## src/rtl/decoder_arb_pkg.sv

```systemverilog
// Shared constants and the FSM state encoding for the round-robin
// chip-select arbiter.
//   NUM_REQ    : number of requesters (fixed by the 4-to-16 decoder)
//   SEL_W      : select width, clog2(NUM_REQ)
//   HOLD_CNT_W : width of the per-grant hold counter
package decoder_arb_pkg;

  localparam int NUM_REQ    = 16;
  localparam int SEL_W      = 4;
  localparam int HOLD_CNT_W = 8;

  typedef enum logic [1:0] {
    ARB_IDLE  = 2'd0,
    ARB_GRANT = 2'd1,
    ARB_GAP   = 2'd2
  } arb_state_e;

endpackage

```

## src/rtl/rr_priority_pick.sv

```systemverilog
// Combinational round-robin pick: the first set request bit found scanning
// ptr, ptr+1, ... (mod NUM_REQ).
//   req [NUM_REQ-1:0] in  : request vector
//   ptr [SEL_W-1:0]   in  : highest-priority index
//   any               out : at least one request is set
//   idx [SEL_W-1:0]   out : winning index (valid when any=1)
module rr_priority_pick
  import decoder_arb_pkg::*;
(
  input  logic [NUM_REQ-1:0] req,
  input  logic [SEL_W-1:0]   ptr,
  output logic               any,
  output logic [SEL_W-1:0]   idx
);

  logic [NUM_REQ-1:0] rot;
  logic [SEL_W-1:0]   off;

  // Rotate so that bit 0 of rot is req[ptr]; the SEL_W-bit add wraps mod 16.
  always_comb begin
    rot = '0;
    for (int i = 0; i < NUM_REQ; i++) begin
      rot[i] = req[SEL_W'(i) + ptr];
    end
  end

  // Lowest set bit of the rotated vector: scan from the top so the last
  // assignment wins.
  always_comb begin
    off = '0;
    for (int i = NUM_REQ - 1; i >= 0; i--) begin
      if (rot[i]) off = SEL_W'(i);
    end
  end

  assign any = |req;
  assign idx = ptr + off;  // un-rotate, wraps mod 16

endmodule

```

## src/rtl/decoder_rr_arbiter.sv

```systemverilog
// Round-robin arbiter for one shared 16-way resource. A registered 4-bit
// select plus enable drive a 4-to-16 decoder producing a one-hot grant.
// A winner keeps the grant while its request stays high, optionally limited
// to HOLD_MAX consecutive cycles (0 = unlimited). One dead cycle (GAP)
// separates consecutive grants.
//   clock          in  : rising-edge clock
//   reset_n        in  : asynchronous active-low reset
//   arb_en         in  : allow new grants (a running grant is unaffected)
//   req [15:0]     in  : level requests
//   grant [15:0]   out : one-hot grant, zero when grant_valid=0
//   grant_sel [3:0]out : current / last winner
//   grant_valid    out : grant active (decoder enable)
//   timeout        out : one-cycle pulse in the GAP after a forced release
module decoder_rr_arbiter
  import decoder_arb_pkg::*;
#(
  parameter int HOLD_MAX = 15
) (
  input  logic               clock,
  input  logic               reset_n,
  input  logic               arb_en,
  input  logic [NUM_REQ-1:0] req,
  output logic [NUM_REQ-1:0] grant,
  output logic [SEL_W-1:0]   grant_sel,
  output logic               grant_valid,
  output logic               timeout
);

  localparam logic [HOLD_CNT_W-1:0] HOLD_LIM = HOLD_CNT_W'(HOLD_MAX);
  localparam logic                  HOLD_EN  = (HOLD_MAX != 0);

  arb_state_e            state_q, state_d;
  logic [SEL_W-1:0]      sel_q, sel_d;
  logic [SEL_W-1:0]      ptr_q, ptr_d;
  logic [HOLD_CNT_W-1:0] hold_q, hold_d;
  logic                  timeout_q, timeout_d;

  logic                  pick_any;
  logic [SEL_W-1:0]      pick_idx;

  rr_priority_pick u_pick (
    .req (req),
    .ptr (ptr_q),
    .any (pick_any),
    .idx (pick_idx)
  );

  always_comb begin
    state_d   = state_q;
    sel_d     = sel_q;
    ptr_d     = ptr_q;
    hold_d    = hold_q;
    timeout_d = 1'b0;
    case (state_q)
      ARB_GRANT: begin
        // Only the owner's bit matters while granted; arb_en is ignored.
        if (!req[sel_q]) begin
          state_d = ARB_GAP;
          ptr_d   = sel_q + 1'b1;
        end else if (HOLD_EN && hold_q == HOLD_LIM) begin
          // Forced release: the pointer moves past the owner, so it can
          // only win again when nobody else is asking.
          state_d   = ARB_GAP;
          ptr_d     = sel_q + 1'b1;
          timeout_d = 1'b1;
        end else if (HOLD_EN && hold_q < HOLD_LIM) begin
          hold_d = hold_q + 1'b1;
        end
      end
      default: begin
        // IDLE and GAP both arbitrate; grant_sel keeps its last value.
        if (arb_en && pick_any) begin
          state_d = ARB_GRANT;
          sel_d   = pick_idx;
          hold_d  = HOLD_CNT_W'(1);
        end else begin
          state_d = ARB_IDLE;
        end
      end
    endcase
  end

  always_ff @(posedge clock or negedge reset_n) begin
    if (!reset_n) begin
      state_q   <= ARB_IDLE;
      sel_q     <= '0;
      ptr_q     <= '0;
      hold_q    <= '0;
      timeout_q <= 1'b0;
    end else begin
      state_q   <= state_d;
      sel_q     <= sel_d;
      ptr_q     <= ptr_d;
      hold_q    <= hold_d;
      timeout_q <= timeout_d;
    end
  end

  assign grant_valid = (state_q == ARB_GRANT);
  assign grant_sel   = sel_q;
  assign timeout     = timeout_q;

  // 4-to-16 decoder with enable.
  always_comb begin
    grant = '0;
    if (grant_valid) grant[sel_q] = 1'b1;
  end

endmodule

```

## config.mk

```make
export PLATFORM = sky130hd
export DESIGN_NAME = decoder_rr_arbiter
export DESIGN_NICKNAME = d
export VERILOG_FILES = /design/src/rtl/decoder_arb_pkg.sv /design/src/rtl/rr_priority_pick.sv /design/src/rtl/decoder_rr_arbiter.sv
export SDC_FILE = /design/constraint.sdc
export NUM_CORES = 1
export LEC_CHECK = 0
export ABC_CLOCK_PERIOD_IN_PS = 4700
export CAP_MARGIN = 20
export CORE_MARGIN = 2
export CORE_UTILIZATION = 55
export DETAILED_ROUTE_END_ITERATION = 16
export DONT_BUFFER_PORTS = 1
export HOLD_SLACK_MARGIN = 0.15
export PLACE_DENSITY_LB_ADDON = 0.3
export SLEW_MARGIN = 30
export SYNTH_ARGS = -nofsm -noshare
export SYNTH_HDL_FRONTEND = slang
export SYNTH_SLANG_ARGS = --single-unit
```

## constraint.sdc

```tcl
create_clock -name clock -period 4.7 [get_ports clock]
set_input_delay 0.94 -clock clock [delete_from_list [all_inputs] [get_ports clock]]
set_output_delay 0.94 -clock clock [all_outputs]
set_load 0.005 [all_outputs]
```

==> reports/qor.yml <==
setup-violations-final: 0
area_delta_synth_final_pct: 3.46
criticalPathCategory: "flop to flop"
fmaxAchievable_ghz: 0.243
count_of_different_cell_masters_after_synthesis: 40
fin_skew_ns: 0.00333
hold_viol: 0
grt_start_max_net_pins: 20
hpwlAfterDp_mm: 4.05
cap_violations: 0
preCtsSetupSlack_ns: 0.619
final_min_period_over_clock_period_pct: 87.5
post-route-drc-count: 0
drive_gt1_share_pct: 14.4
dr.first_iter.drc_count: 117
p_total_mw: 2.07
core.rowCount: 23
holdBufCountCts: 0
dp.cells: 268
tritoncts: "built"
cp_max_fo: 14
synth_async_sr_flop_share_pct: 100
cts.path.max_buffers: 2
dieArea_um2: 4820
netlist_top_cells_count: "nand2_1, dfrtp_1, nor2_1"
numCtsBuffers: 3
finalNonFillerCells: 272
rsz0062_at_grt: "false"
vdd_ir_drop_max_mv: 0.345
die_h_um: 69.4
grt_pass1_vias: 1715
totalWireLength_mm: 5.12
cp_launch_type: "flop"
utilization_pct: 60.0
synth_cells: 226
drt-wirelength-per-cell_um: 18.8
clk_pin_slew_worst_setup_hold_paths_ns: 0.07
portBuffers: 0
worst_pin_slew_ns: 0.628
via_count: 1795
yosys.area.top_type_share_pct: 20.2
die_x_um: 69.4
dominantRegCellSynth: "dfrtp_1"
route.detailed.vias_per_inst: 6.60
timing.critical_path.arrival_ns: 4.24
timing.final.max_slew_violations: 0
min_period_ns: 4.11
largest_area_contributor_in_the_synthesized_netlist: "dfrtp_1"
syn_nets: 261
cts_root_buffer: "clkbuf_8"
design.portCount: 41
synth-edff-count: 0
number_of_antenna_violations_at_the_first_check_in_global_routing: 0
postCtsSetupBuffers: 0
seq_area_frac_synth_pct: 20.2
synth.cell_area_um2: 2350
detail-route-antenna-nets: 0
detailedRoute.firstPassIterationCount: 4
cp_data_required_time_ns: 4.83
setup_total_negative_slack_ns: 0
power_density_nw_per_um2: 848
grt_first_pass_wirelength_mm: 8.51
synthesis.yosys.warnings: 0
floorplan.initialDensity_pct: 58.0
max_slew_margin_pct: 58.1
fin_nets: 258
gp_routability_congestion: 0.915
cts.sink_count: 19
antenna_diode_count: 0
synth.ff_latch_count: 19
leakage_nw: 1.04
netlist_top_cells_area: "dfrtp_1, mux4_1, mux4_2, ha_1, mux2i_1"
outcome: "completed"
synth_most_common_cell: "nand2_1"
kind_of_end_point_of_the_critical_path: "flop"
grt_use_total_pct: 22.0
hp-class: "input pin to asynchronous set/reset pin"
cts_resized: 0
timing.final.ws_setup_ns: 0.590
avgSynthCellArea_um2: 10.4
cts_max_level: 1
core_area_um2: 4060
globalRouteOverflowTotal: 0
clk_latency_ns: 0.26
## cell type report
cell class	count	area (µm²)
clock buffer	3	41.3
clock inverter	1	5.00
fill	324	1620
inverter	10	37.5
multi-input combinational	186	1790
sequential	19	475
tap	50	62.6
timing repair buffer	3	22.5
## cell families (layout without fill, tap and decap cells)
group                    count (synthesis)  after routing  synth area share, %
buffers and inverters                   21             17                 3.72
XOR/XNOR                                16             16                 5.95
multiplexers                            51             51                 37.8
AO/OA/AOI/OAI                           27             27                 7.60
AND/OR/NAND/NOR                         76             76                 15.9
flip-flops                              19             19                 20.2
adder cells (fa/ha/maj)                 16             16                 8.83
## worst paths after layout
| kind | startpoint | end | slack [ns] | cells past startpoint |
|---|---|---|---|---|
| min reg2reg | hold_q[6] | hold_q[6] | 0.51 | 1 |
| max reg2reg | ptr_q[0] | grant_sel[3] | 0.59 | 15 |
| min in group clock | hold_q[6] | hold_q[6] | 0.51 | 1 |
| max | ptr_q[0] | grant_sel[3] | 0.59 | 15 |
| min | reset_n | grant_sel[1] | 0.37 | 0 |
| max in group asynchronous | reset_n | hold_q[4] | 4.26 | 0 |
## report_power, final
group / switching [mW] / internal [mW]
registers: 0.140 / 0.215
clock network: 0.0569 / 0.0591
logic: 0.811 / 0.784
total: 1.01 / 1.06
## critical path, cell delays in order, from the launching register on
cell and delay (ns):
dfrtp_1 0.75, inv_1 0.11, ha_1 0.49, mux4_1 0.41, mux2i_1 0.24, mux2i_1 0.15
or2_1 0.26, a31o_1 0.20, a211oi_2 0.24, o22ai_1 0.12, ha_1 0.28, a21o_1 0.18
a21oi_1 0.16, xor2_1 0.20, xnor2_1 0.14, o21ai_1 0.07
## per-stage QoR
stage	hold slack, ns	cell area [µm²]
floorplan	0.455	2350
global placement	0.476	2390
detailed placement	0.493	2390
CTS	0.361	2430
global route	0.349	2430
finish	0.365	2430
## flip-flops by register name (all words and copies together) (netlist names)
name / cells
hold_q: 8
state_q: 2
timeout: 1
grant_sel: 4
ptr_q: 4
## cells in the final DEF, fill, tap and decap left out, types with 2 or more instances in the layout
master     n
nand2_1   21
dfrtp_1   19
nor2_1    18
mux2i_1   15
ha_1      15
mux4_1    14
mux4_2    11
mux2_2    11
inv_1      9
xor2_1     8
xnor2_1    8
o21ai_0    8
a21oi_1    7
and2_1     7
nand3_1    6
nand4_1    5
nor4_1     5
nand2b_1   4
nor3_1     4
clkbuf_8   3
buf_4      3
a21boi_0   2
nor2b_1    2
o21a_1     2
## layer usage
| layer | vias up | track usage (%) | wire length [µm] |
|---|---|---|---|
| li1 | 856 | - | - |
| met1 | 888 | 30.1 | 2330 |
| met2 | 47 | 36.8 | 2550 |
| met3 | 4 | 4.51 | 218 |
| met4 | 0 | 3.70 | 30 |
| met5 | - | 0 | 0 |
Note: power is estimated with default switching activity, not from simulation.
